$ cat src/rtl/des_key_sched_ctrl.sv
// des_key_sched_ctrl - sequential DES key-schedule controller.
// Loads a 64-bit key, applies PC-1, then rotates the 28-bit C/D halves once
// per accepted subkey and presents PC-2 subkeys over a valid/ready handshake.
// Encrypt mode emits K1..K16 (left rotates), decrypt emits K16..K1 (right
// rotates). Bit numbering follows DES: bit 1 is the MSB of every vector.
// Optional build macro: DES_KEY_PARITY_CHK_EN enables the odd-parity check on
// each key byte; when undefined, parity_err is tied low.
module des_key_sched_ctrl (
  input  logic        clk,
  input  logic        rst_n,
  input  logic        start,
  input  logic        decrypt,
  input  logic [64:1] key_in,
  output logic [48:1] subkey,
  output logic [5:1]  subkey_idx,
  output logic        subkey_valid,
  input  logic        subkey_ready,
  output logic        busy,
  output logic        done,
  output logic        parity_err
);

  localparam logic [1:0] S_IDLE = 2'd0;
  localparam logic [1:0] S_RUN  = 2'd1;
  localparam logic [1:0] S_DONE = 2'd2;

  // Table entries are DES bit numbers, first entry in the top 6 bits.
  localparam logic [56*6-1:0] PC1_TAB = {
    6'd57, 6'd49, 6'd41, 6'd33, 6'd25, 6'd17, 6'd9,
    6'd1,  6'd58, 6'd50, 6'd42, 6'd34, 6'd26, 6'd18,
    6'd10, 6'd2,  6'd59, 6'd51, 6'd43, 6'd35, 6'd27,
    6'd19, 6'd11, 6'd3,  6'd60, 6'd52, 6'd44, 6'd36,
    6'd63, 6'd55, 6'd47, 6'd39, 6'd31, 6'd23, 6'd15,
    6'd7,  6'd62, 6'd54, 6'd46, 6'd38, 6'd30, 6'd22,
    6'd14, 6'd6,  6'd61, 6'd53, 6'd45, 6'd37, 6'd29,
    6'd21, 6'd13, 6'd5,  6'd28, 6'd20, 6'd12, 6'd4};

  localparam logic [48*6-1:0] PC2_TAB = {
    6'd14, 6'd17, 6'd11, 6'd24, 6'd1,  6'd5,
    6'd3,  6'd28, 6'd15, 6'd6,  6'd21, 6'd10,
    6'd23, 6'd19, 6'd12, 6'd4,  6'd26, 6'd8,
    6'd16, 6'd7,  6'd27, 6'd20, 6'd13, 6'd2,
    6'd41, 6'd52, 6'd31, 6'd37, 6'd47, 6'd55,
    6'd30, 6'd40, 6'd51, 6'd45, 6'd33, 6'd48,
    6'd44, 6'd49, 6'd39, 6'd56, 6'd34, 6'd53,
    6'd46, 6'd42, 6'd50, 6'd36, 6'd29, 6'd32};

  // C occupies cd[55:28], D occupies cd[27:0]; DES bit n lives at index 56-n.
  logic [1:0]  state_reg, state_next;
  logic [55:0] cd_reg, cd_next;
  logic [4:0]  count_reg, count_next;
  logic        mode_reg, mode_next;
  logic [55:0] pc1_w;
  logic [48:1] pc2_w;
  logic        key_bad_w;

  // True when the DES shift amount for key number n is 2 rather than 1.
  function automatic logic shift_two(input logic [4:0] n);
    return !((n == 5'd1) || (n == 5'd2) || (n == 5'd9) || (n == 5'd16));
  endfunction

  // Rotate C and D independently by 1 or 2, left (toward bit 1) or right.
  function automatic logic [55:0] rot_cd(input logic [55:0] cd, input logic left,
                                         input logic two);
    logic [27:0] c;
    logic [27:0] d;
    c = cd[55:28];
    d = cd[27:0];
    if (left) begin
      c = two ? {c[25:0], c[27:26]} : {c[26:0], c[27]};
      d = two ? {d[25:0], d[27:26]} : {d[26:0], d[27]};
    end else begin
      c = two ? {c[1:0], c[27:2]} : {c[0], c[27:1]};
      d = two ? {d[1:0], d[27:2]} : {d[0], d[27:1]};
    end
    return {c, d};
  endfunction

  genvar gi;

  // PC-1: pure wiring from key_in into the 56-bit C/D ordering.
  generate
    for (gi = 0; gi < 56; gi++) begin : g_pc1
      assign pc1_w[55-gi] = key_in[65 - PC1_TAB[(55-gi)*6 +: 6]];
    end
  endgenerate

  // PC-2: pure wiring from the C/D register into the 48-bit subkey.
  generate
    for (gi = 0; gi < 48; gi++) begin : g_pc2
      assign pc2_w[48-gi] = cd_reg[56 - PC2_TAB[(47-gi)*6 +: 6]];
    end
  endgenerate

`ifdef DES_KEY_PARITY_CHK_EN
  logic [7:0] byte_even_w;
  logic       parity_err_reg, parity_err_next;

  // A byte with an even number of ones fails the DES odd-parity rule.
  generate
    for (gi = 0; gi < 8; gi++) begin : g_par
      assign byte_even_w[gi] = ~^key_in[64-8*gi -: 8];
    end
  endgenerate
  assign key_bad_w  = |byte_even_w;
  assign parity_err = parity_err_reg;
`else
  assign key_bad_w  = 1'b0;
  assign parity_err = 1'b0;
`endif

  // Next-state logic: key load in IDLE, one rotation per accepted subkey in RUN.
  always_comb begin
    state_next = state_reg;
    cd_next    = cd_reg;
    count_next = count_reg;
    mode_next  = mode_reg;
`ifdef DES_KEY_PARITY_CHK_EN
    parity_err_next = parity_err_reg;
`endif
    case (state_reg)
      S_IDLE: begin
        if (start) begin
          mode_next  = decrypt;
          count_next = 5'd1;
          // Decrypt starts from C0D0, which equals C16D16.
          cd_next    = decrypt ? pc1_w : rot_cd(pc1_w, 1'b1, 1'b0);
          state_next = key_bad_w ? S_DONE : S_RUN;
`ifdef DES_KEY_PARITY_CHK_EN
          parity_err_next = key_bad_w;
`endif
        end
      end
      S_RUN: begin
        if (subkey_ready) begin
          if (count_reg == 5'd16) begin
            state_next = S_DONE;
          end else begin
            count_next = count_reg + 5'd1;
            // Decrypt undoes the shift of the key just emitted.
            cd_next = mode_reg ? rot_cd(cd_reg, 1'b0, shift_two(5'd17 - count_reg))
                               : rot_cd(cd_reg, 1'b1, shift_two(count_reg + 5'd1));
          end
        end
      end
      S_DONE:  state_next = S_IDLE;
      default: state_next = S_IDLE;
    endcase
  end

  // State registers with asynchronous abort to the idle values.
  always_ff @(posedge clk or negedge rst_n) begin
    if (!rst_n) begin
      state_reg <= S_IDLE;
      cd_reg    <= '0;
      count_reg <= '0;
      mode_reg  <= 1'b0;
`ifdef DES_KEY_PARITY_CHK_EN
      parity_err_reg <= 1'b0;
`endif
    end else begin
      state_reg <= state_next;
      cd_reg    <= cd_next;
      count_reg <= count_next;
      mode_reg  <= mode_next;
`ifdef DES_KEY_PARITY_CHK_EN
      parity_err_reg <= parity_err_next;
`endif
    end
  end

  assign subkey_valid = (state_reg == S_RUN);
  assign busy         = subkey_valid;
  assign done         = (state_reg == S_DONE);
  assign subkey       = subkey_valid ? pc2_w : '0;
  assign subkey_idx   = !subkey_valid ? 5'd0 : (mode_reg ? (5'd17 - count_reg) : count_reg);

endmodule

$ cat config.mk
export PLATFORM = sky130hd
export DESIGN_NAME = des_key_sched_ctrl
export DESIGN_NICKNAME = d
export VERILOG_FILES = /design/src/rtl/des_key_sched_ctrl.sv
export SDC_FILE = /design/constraint.sdc
export NUM_CORES = 1
export LEC_CHECK = 0
export CORE_ASPECT_RATIO = 1.4
export CORE_MARGIN = 2
export CORE_UTILIZATION = 30
export DETAILED_ROUTE_END_ITERATION = 8
export PLACE_DENSITY_LB_ADDON = 0.12
export SETUP_SLACK_MARGIN = 0.4
export SYNTH_ARGS = -nofsm -noshare
export SYNTH_HDL_FRONTEND = slang
export SYNTH_SLANG_ARGS = --single-unit
$ cat constraint.sdc
create_clock -name clk -period 5.7 [get_ports clk]
set_input_delay 1.14 -clock clk [delete_from_list [all_inputs] [get_ports clk]]
set_output_delay 1.14 -clock clk [all_outputs]
set_load 0.03 [all_outputs]
==> results.json, run 1 <==
{
  "status": "finished clean",
  "endpoint_kind": "output port",
  "hp-class": "flop to flop",
  "worstHoldStart": "state_reg[1]$_DFFE_PN0P_",
  "cts.sinks": 64,
  "worst_r2r_endpoint": "cd_reg[54]$_DFFE_PN0P_",
  "slew_violations": 0,
  "netlist_area_um2": 5580,
  "critical_path.max_stage_delay_ns": 0.73,
  "port_buffers": 116,
  "combinationalPowerShare_pct": 66.6,
  "p_switching_w": 0.00263,
  "max_freq_mhz": 259,
  "num_antenna_cells": 0,
  "via_per_inst": 5.73,
  "finalCritPeriodShare_pct": 67.8,
  "htree_levels": 3,
  "postCtsSetupBuffers": 0,
  "maxCapViolCount": 0,
  "ctsResizeCount": 0,
  "rsz0062_at_grt": "no",
  "slew_headroom_pct": 22.1,
  "drc": 0,
  "grt_pass1_vias": 5564,
  "yosys.area.top_type": "dfrtp_1",
  "p_clk_share_pct": 10.9,
  "critPathTopFamily": "buffers and inverters",
  "crit_arrival_ns": 2.73,
  "chipHeight_um": 165,
  "ys_seq_elements": 64,
  "crit_fanout": 16,
  "antenna_found_initial": 0,
  "cts_hold_buf": 0,
  "internal_power_w": 0.00234,
  "yosys_warnings": 0,
  "finalClockSkew_ns": 0.00777,
  "r2r_slack_ns": 2.28,
  "crit_start": "count_reg[2]$_DFFE_PN0P_",
  "worstPathCellList": "inv_1 -> ha_1 -> or3_1 -> a21oi_1 -> clkdlybuf4s50_1",
  "grt_pass1_wl_mm": 29.2,
  "cp.required_ns": 4.56,
  "drt_first_pass_iters": 5,
  "slowest_stage": "dfrtp_1",
  "ant_nets": 0,
  "syn_to_final_growth_pct": 26.0,
  "first_iter_violations": 311,
  "fin_setup_tns_ns": 0,
  "vias": 5532,
  "startpoint_type": "flop",
  "hold_viol_final": 0,
  "regToRegStartpoint": "count_reg[2]$_DFFE_PN0P_",
  "p_leak_nw": 2.79,
  "ys_async_sr_fraction_pct": 100,
  "ys.flop_type": "dfrtp_1",
  "rows": 59,
  "gr-total-overflow": 0,
  "synth-edff-count": 0,
  "seq_power_share_pct": 22.5,
  "ys_types": 63,
  "cts_made_buffers": 9,
  "crit_buf_inv": 2,
  "largest_reg_flops": 56,
  "synth_nets": 726,
  "dp.final_hpwl_mm": 11.6,
  "core_um2": 18500,
  "gp_congestion": 0.853,
  "cts_max_path_buffers": 2,
  "tightest_slew_ns": 1.17,
  "synth_top_area_share_pct": 28.7,
  "critical_path_class": "flop to output port",
  "num_io_pins": 126,
  "fin_crit_ns": 3.87,
  "die_w_um": 119,
  "die_area_um2": 19700,
  "grt_start_max_net_pins": 65,
  "ys_top_cells_by_count": "a21oi_1, dfrtp_1, mux2i_1",
  "seq_area_frac_synth_pct": 28.7,
  "post-synth-top-count-cell": "a21oi_1",
  "ir_drop_mv": 0.272,
  "routedWlPerCell_um": 18.6,
  "utilization_pct": 38.1,
  "grt.total_usage_pct": 18.2,
  "nets": 792,
  "r2r_cells": 9,
  "finalSetupViolations": 0,
  "netlist_top_cells_area": "dfrtp_1, a21oi_1, mux2i_1, a221oi_1, a22oi_1",
  "clock_latency_ns": 0.34,
  "cts-root-buf": "clkbuf_16",
  "min_path_cells": 1,
  "drt_wl_total_mm": 18.0,
  "sw_frac_of_total_pct": 52.9,
  "drive_gt1_share_pct": 7.62,
  "syn_avg_cell_area_um2": 8.58,
  "power.density_nw_per_um2": 705,
  "cts_tree": "built",
  "syn_inst": 651,
  "initial_core_util_pct": 30.3,
  "path_clk_slew_ns": 0.06,
  "holdPathEnd": "state_reg[0]$_DFFE_PN0P_"
}
worst max-delay path by stage:
| stage | to | slack, ns | depth (start not counted) |
|---|---|---|---|
| final | subkey_idx[4] | 1.83 | 5 |
| after CTS | subkey_idx[4] | 1.87 | 5 |
| after global placement | count_reg[4]$_DFFE_PN0P_ | 2.21 | 7 |
| after detailed placement | count_reg[4]$_DFFE_PN0P_ | 2.20 | 7 |
| after global routing | subkey_idx[4] | 1.77 | 5 |
| after floorplan | subkey[10] | 2.83 | 6 |
area by class of cell:
type / instances / area (um2)
well taps: 244 / 305
repair buffers: 123 / 1210
flip-flops and latches: 64 / 1600
clock inverters: 4 / 45.0
fillers: 1980 / 11400
inverters: 10 / 37.5
multi-input cells: 509 / 3600
clock buffers: 12 / 236
kinds of logic (layout without fill, tap and decap cells):
| family | count (synthesis) | after routing | share of synthesized area, % |
|---|---|---|---|
| other cells | 1 | 1 | 0.0672 |
| xor+xnor | 5 | 5 | 0.919 |
| compound gates | 310 | 310 | 36.9 |
| mux | 67 | 67 | 12.1 |
| simple gates | 120 | 120 | 12.7 |
| buf+inv | 78 | 149 | 7.35 |
| fa+ha+maj | 6 | 6 | 1.34 |
| flops | 64 | 64 | 28.7 |
power by group through the flow:
stage                     clock, W  combinational, W  sequential (W)
after floorplan                  0           0.00248        0.000944
after global placement           0           0.00328         0.00111
after detailed placement         0           0.00331         0.00111
after CTS                 0.000550           0.00332         0.00111
after global routing      0.000571           0.00362         0.00116
final                     0.000542           0.00330         0.00112
layer usage:
metal	share of wire, %	global-route usage [%]
met4	1.3	4.97
met1	44	23.4
met2	50	31.6
met3	4.6	2.95
met5	0	0
cells in the final DEF (no fill, tap or decap), types with 6 or more instances in the layout:
master / n
a21oi_1: 169
a221oi_1: 41
a221oi_2: 14
a22oi_1: 46
and2_1: 48
buf_4: 8
clkbuf_16: 9
clkdlybuf4s50_1: 114
dfrtp_1: 64
ha_1: 6
inv_1: 9
mux2i_1: 63
nand2_1: 18
nor2_1: 15
nor2b_1: 15
o21ai_0: 10
worst register-to-register path, stage by stage (launching register included):
cell and delay (ns):
dfrtp_1 0.73, inv_1 0.18, ha_1 0.29, xor2_1 0.16, a21oi_1 0.21, o211ai_2 0.15
a21oi_4 0.70, buf_4 0.45, a22oi_1 0.17, a221oi_2 0.29
per-stage QoR:
step	hold slack, ns	total power (W)	cell area, um2	instances	setup WS (ns)
finish	0.502	0.00496	7030	966	1.83
global route	0.530	0.00535	7030	966	1.77
global placement	0.465	0.00439	6750	950	2.21
CTS	0.498	0.00498	7030	966	1.87
floorplan	0.451	0.00342	5580	651	2.83
detailed placement	0.489	0.00442	6750	950	2.20
No activity file was read; power rests on OpenSTA's default activity.
==> inputs of run 2 (changes only) <==
Clock period 5.7 ns to 4 ns, I/O delays scaled along.
==> run 2 against run 1 <==
Net effect: setup slack lost 1.2 ns; total power increased by 44%; non-clock buffer count is 2 higher; sequential power rose by 41%; die area is the same; sequential share of layout area is 0.14 points lower; global-route usage is 0.086 points higher; final cell count up 0.21%; clock power grew 50%; design area grew 0.68%; flip-flop and latch count unchanged; clock skew rose by 0.0011 ns.
==> results.json, run 2 (same netlist as run 1, synthesis figures left out) <==
{
  "grt_start_max_net_pins": 64,
  "htree_levels": 3,
  "fin_setup_tns_ns": 0,
  "final_common_cell": "a21oi_1",
  "vias": 5536,
  "r2r_slack_ns": 0.96,
  "slew_headroom_pct": 24.7,
  "finalSetupViolations": 0,
  "hp-class": "flop to flop",
  "chipHeight_um": 165,
  "regToRegStartpoint": "count_reg[0]$_DFFE_PN0P_",
  "cts_max_path_buffers": 2,
  "wl_met2_mm": 9.05,
  "via_per_inst": 5.72,
  "initial_core_util_pct": 30.3,
  "antenna_found_initial": 0,
  "die_w_um": 119,
  "drc": 0,
  "cts.sinks": 64,
  "p_leak_nw": 2.82,
  "crit_arrival_ns": 2.52,
  "worst_r2r_endpoint": "cd_reg[48]$_DFFE_PN0P_",
  "ant_nets": 0,
  "die_area_um2": 19700,
  "rows": 59,
  "gp_congestion": 0.842,
  "pre_cts_ws_ns": 0.870,
  "hold_viol_final": 0,
  "num_io_pins": 126,
  "fin_crit_ns": 3.32,
  "maxCapViolCount": 0,
  "topRoutingLayerUsed": "met4",
  "status": "finished clean",
  "dp.final_hpwl_mm": 11.6,
  "routedWlPerCell_um": 18.5,
  "crit_end": "subkey[9]",
  "startpoint_type": "flop",
  "postCtsSetupBuffers": 0,
  "path_clk_slew_ns": 0.06,
  "grt.total_usage_pct": 18.3,
  "grt_pass1_vias": 5744,
  "drt_first_pass_iters": 5,
  "cts_made_buffers": 9,
  "cts-root-buf": "clkbuf_16",
  "drt_wl_total_mm": 18.0,
  "finalCritPeriodShare_pct": 83.0,
  "largest_reg_flops": 56,
  "rsz0062_at_grt": "no",
  "fin_ws_ns": 0.682,
  "gr-total-overflow": 0,
  "cp.required_ns": 3.20,
  "stdcell_count": 968,
  "power.density_nw_per_um2": 1010,
  "critical_path_class": "flop to output port",
  "final_cell_mix": "a21oi_1, clkdlybuf4s50_1, mux2i_1, dfrtp_1, and2_1",
  "crit_fanout": 53,
  "crit_start": "state_reg[1]$_DFFE_PN0P_",
  "nets": 794,
  "drive_gt1_share_pct": 8.15,
  "first_iter_violations": 304,
  "fill_cells": 1929,
  "core_um2": 18500,
  "syn_to_final_growth_pct": 26.8,
  "max_freq_mhz": 301,
  "tightest_slew_ns": 1.13,
  "num_antenna_cells": 0,
  "port_buffers": 116,
  "r2r_cells": 8,
  "clock_latency_ns": 0.34,
  "wl_met3_um": 723,
  "wl_met1_mm": 7.92,
  "cts_tree": "built",
  "grt_pass1_wl_mm": 29.5,
  "dp_cells": 952,
  "ir_drop_mv": 0.449,
  "hold_slack_ns": 0.492,
  "endpoint_kind": "output port",
  "finalClockSkew_ns": 0.00884,
  "slew_violations": 0
}
-- run 2: cell types whose count changed in the layout (fill, tap and decap cells not counted), sizes merged --
| cell | before | now |
|---|---|---|
| clkbuf | 12 | 13 |
| buf | 9 | 11 |
| clkinv | 3 | 2 |
-- run 2: worst min-delay path by stage --
stage	startpoint	endpoint	slack [ns]	cells after the start
after floorplan	state_reg[1]$_DFFE_PN0P_	state_reg[0]$_DFFE_PN0P_	0.45	1
after global placement	state_reg[1]$_DFFE_PN0P_	state_reg[0]$_DFFE_PN0P_	0.47	1
after detailed placement	state_reg[1]$_DFFE_PN0P_	state_reg[0]$_DFFE_PN0P_	0.49	1
after CTS	state_reg[1]$_DFFE_PN0P_	state_reg[0]$_DFFE_PN0P_	0.50	1
after global routing	state_reg[1]$_DFFE_PN0P_	state_reg[0]$_DFFE_PN0P_	0.53	1
final	state_reg[1]$_DFFE_PN0P_	state_reg[0]$_DFFE_PN0P_	0.49	1
-- run 2: routing by layer --
layer / track usage (%) / up-vias
met2: 31.9 / 151
met4: 5.45 / 0
met3: 2.40 / 19
met1: 23.6 / 2745
li1: - / 2621
met5: 0 / -
-- run 2: through the flow --
stage	instance area [um2]	total power (W)	utilization [%]
6_report	7080	0.00713	38.4
5_1_grt	7080	0.00768	38.4
4_1_cts	7080	0.00715	38.4
3_5_place_dp	6780	0.00632	36.7
3_3_place_gp	6780	0.00627	36.7
2_1_floorplan	5580	0.00488	-
-- run 2: critical path, stage by stage, from the launching register on --
cell and delay [ns]:
dfrtp_1 0.41, nand2b_2 0.21, inv_2 0.60, and2_1 0.27, clkdlybuf4s50_1 0.69
-- run 2: area by class of cell --
type,instances,area [um2],area share [%]
clock inverters,3,40.0,0.565
well taps,244,305,4.31
inverters,10,37.5,0.530
repair buffers,125,1230,17.4
flip-flops and latches,64,1600,22.6
clock buffers,13,260,3.67
multi-input cells,509,3600,50.9
-- run 2: power breakdown --
part / switching, W / leakage [nW] / total [W] / internal, W
clock: 0.000298 / 0.150 / 0.000813 / 0.000515
sequential: 0.000589 / 0.773 / 0.00158 / 0.000992
combinational: 0.00286 / 1.89 / 0.00474 / 0.00188
total: 0.00375 / 2.82 / 0.00713 / 0.00339
-- run 2: repair_timing --
| action | 4_1_cts | 5_1_grt |
|---|---|---|
| hold buffers | 0 | 0 |
| resized for setup | 0 | 1 |
| endpoints found under the setup margin | 0 | 1 |
==> inputs of run 3 (changes only) <==
Clock period 4 ns to 3.15 ns, I/O delays scaled along.
==> run 3 against run 2 <==
Net effect: clock-buffer cell count fell by 4; clock skew fell by 0.0033 ns; clock power rose by 24%; critical path depth did not move; non-clock buffer count rose by 10; via count rose by 2.5%; total power rose by 30%; sequential share of layout area fell by 0.80 points; die area did not move; critical endpoint is now subkey[46]; largest power group unchanged.
==> results.json, run 3 (same netlist as run 1, synthesis figures left out) <==
{
  "status": "finished clean",
  "grt.total_usage_pct": 18.5,
  "cts_hold_buf": 0,
  "crit_arrival_ns": 2.09,
  "grt_pass1_vias": 5747,
  "die_area_um2": 19700,
  "max_freq_mhz": 367,
  "finalCritPeriodShare_pct": 86.4,
  "num_io_pins": 126,
  "power.density_nw_per_um2": 1260,
  "crit_buf_inv": 2,
  "grt_start_max_net_pins": 77,
  "rsz0062_at_grt": "yes",
  "drt_wl_total_mm": 18.5,
  "clock_latency_ns": 0.34,
  "crit_fanout": 49,
  "internal_power_w": 0.00441,
  "cts_made_buffers": 9,
  "combinationalPowerShare_pct": 67.8,
  "critical_path_class": "flop to output port",
  "dp_cells": 960,
  "startpoint_type": "flop",
  "slew_violations": 0,
  "p_switching_w": 0.00488,
  "cts_tree": "built",
  "fin_crit_ns": 2.72,
  "slowest_stage": "clkdlybuf4s50_1",
  "vias": 5673,
  "gr-total-overflow": 0,
  "largest_reg_flops": 56,
  "grt_pass1_wl_mm": 29.5,
  "fill_cells": 1948,
  "finalClockSkew_ns": 0.00556,
  "place_area_um2": 6910,
  "hold_viol_final": 0,
  "syn_to_final_growth_pct": 31.6,
  "final_cell_area_um2": 7350,
  "via_per_inst": 5.79,
  "antenna_found_initial": 0,
  "tightest_slew_ns": 0.760,
  "sw_frac_of_total_pct": 52.6,
  "ant_nets": 0,
  "dp.final_hpwl_mm": 12.0,
  "critPathTopFamily": "buffers and inverters",
  "slew_headroom_pct": 49.3,
  "drive_gt1_share_pct": 12.2,
  "chipHeight_um": 165,
  "cts-root-buf": "clkbuf_16",
  "p_clk_share_pct": 10.9,
  "port_buffers": 116,
  "cts_max_path_buffers": 2,
  "num_antenna_cells": 0,
  "nets": 805,
  "cp.required_ns": 2.52,
  "worstPathCellList": "nand2b_2 -> inv_8 -> and2_1 -> clkdlybuf4s50_1",
  "pre_cts_ws_ns": 0.268,
  "p_leak_nw": 3.34,
  "initial_core_util_pct": 30.3,
  "first_iter_violations": 387,
  "core_um2": 18500,
  "seq_power_share_pct": 21.3,
  "routedWlPerCell_um": 18.9,
  "cts.sinks": 64,
  "final_cell_mix": "a21oi_1, clkdlybuf4s50_1, mux2i_1",
  "rows": 59,
  "gp_congestion": 0.851,
  "finalSetupViolations": 0,
  "ir_drop_mv": 0.505,
  "p_total_w": 0.00929,
  "htree_levels": 3,
  "endpoint_kind": "output port",
  "stdcell_count": 979,
  "drc": 0,
  "fin_setup_tns_ns": 0,
  "fin_ws_ns": 0.427,
  "critical_path.max_stage_delay_ns": 0.67,
  "die_w_um": 119,
  "path_clk_slew_ns": 0.06,
  "final_common_cell": "a21oi_1",
  "hp-class": "input port to asynchronous set/reset pin",
  "maxCapViolCount": 0,
  "drt_first_pass_iters": 5
}
## run 3: changes by cell type in the layout (fill, tap and decap cells not counted), sizes merged
cell / previous run / this run
clkdlybuf4s50: 114 / 65
dlymetal6s2s: 0 / 32
buf: 11 / 34
clkbuf: 13 / 10
dlygate4sd2: 0 / 3
clkinv: 2 / 4
clkinvlp: 0 / 2
and3: 3 / 4
## run 3: final cells by class
type                            count  area (um2)  share of cell area [%]
Clock buffer                        9         225                    3.06
Inverter                           10        45.0                   0.613
Multi-Input combinational cell    510        3640                    49.5
Clock inverter                      7        72.6                   0.988
Sequential cell                    64        1600                    21.8
Tap cell                          244         305                    4.15
Timing Repair Buffer              135        1460                    19.9
## run 3: metal layers
metal  global-route usage [%]  vias to the layer above  share of wire (%)  routed length (um)
li1                         -                     2655                  -                   -
met5                        0                        -                  0                   0
met3                     2.71                       25                4.9                 910
met1                     23.7                     2798                 43                7910
met4                     6.36                        0                1.5                 277
met2                     31.8                      195                 51                9400
## run 3: metrics by stage
stage / utilization, % / hold slack, ns
floorplan: - / 0.334
global placement: 37.4 / 0.463
detailed placement: 37.4 / 0.480
CTS: 39.2 / 0.276
global route: 39.8 / 0.306
finish: 39.8 / 0.269
## run 3: final timing paths
path	cells past startpoint	slack [ns]	start	endpoint
worst min register to register	1	0.49	state_reg[1]$_DFFE_PN0P_	state_reg[0]$_DFFE_PN0P_
worst min-delay path	1	0.27	rst_n	cd_reg[47]$_DFFE_PN0P_
worst max-delay path	4	0.43	state_reg[1]$_DFFE_PN0P_	subkey[46]
min in group clk	1	0.49	state_reg[1]$_DFFE_PN0P_	state_reg[0]$_DFFE_PN0P_
max in group asynchronous	2	2.11	rst_n	count_reg[1]$_DFFE_PN0P_
worst max register to register	9	0.62	count_reg[1]$_DFFE_PN0P_	cd_reg[16]$_DFFE_PN0P_
## run 3: power by group through the flow
stage               Clock (W)  Sequential, W  Combinational, W
finish                0.00101        0.00198           0.00630
global route          0.00107        0.00206           0.00686
CTS                   0.00103        0.00196           0.00630
detailed placement          0        0.00197           0.00625
global placement            0        0.00196           0.00622
floorplan                   0        0.00171           0.00448
## run 3: timing repair
action / CTS / global route
resized for setup: 12 / 40
setup endpoints to repair: 89 / 95
gates cloned: 0 / 1
pin swaps: 1 / 3
setup buffers: 0 / 2
hold endpoints to repair: 0 / 0
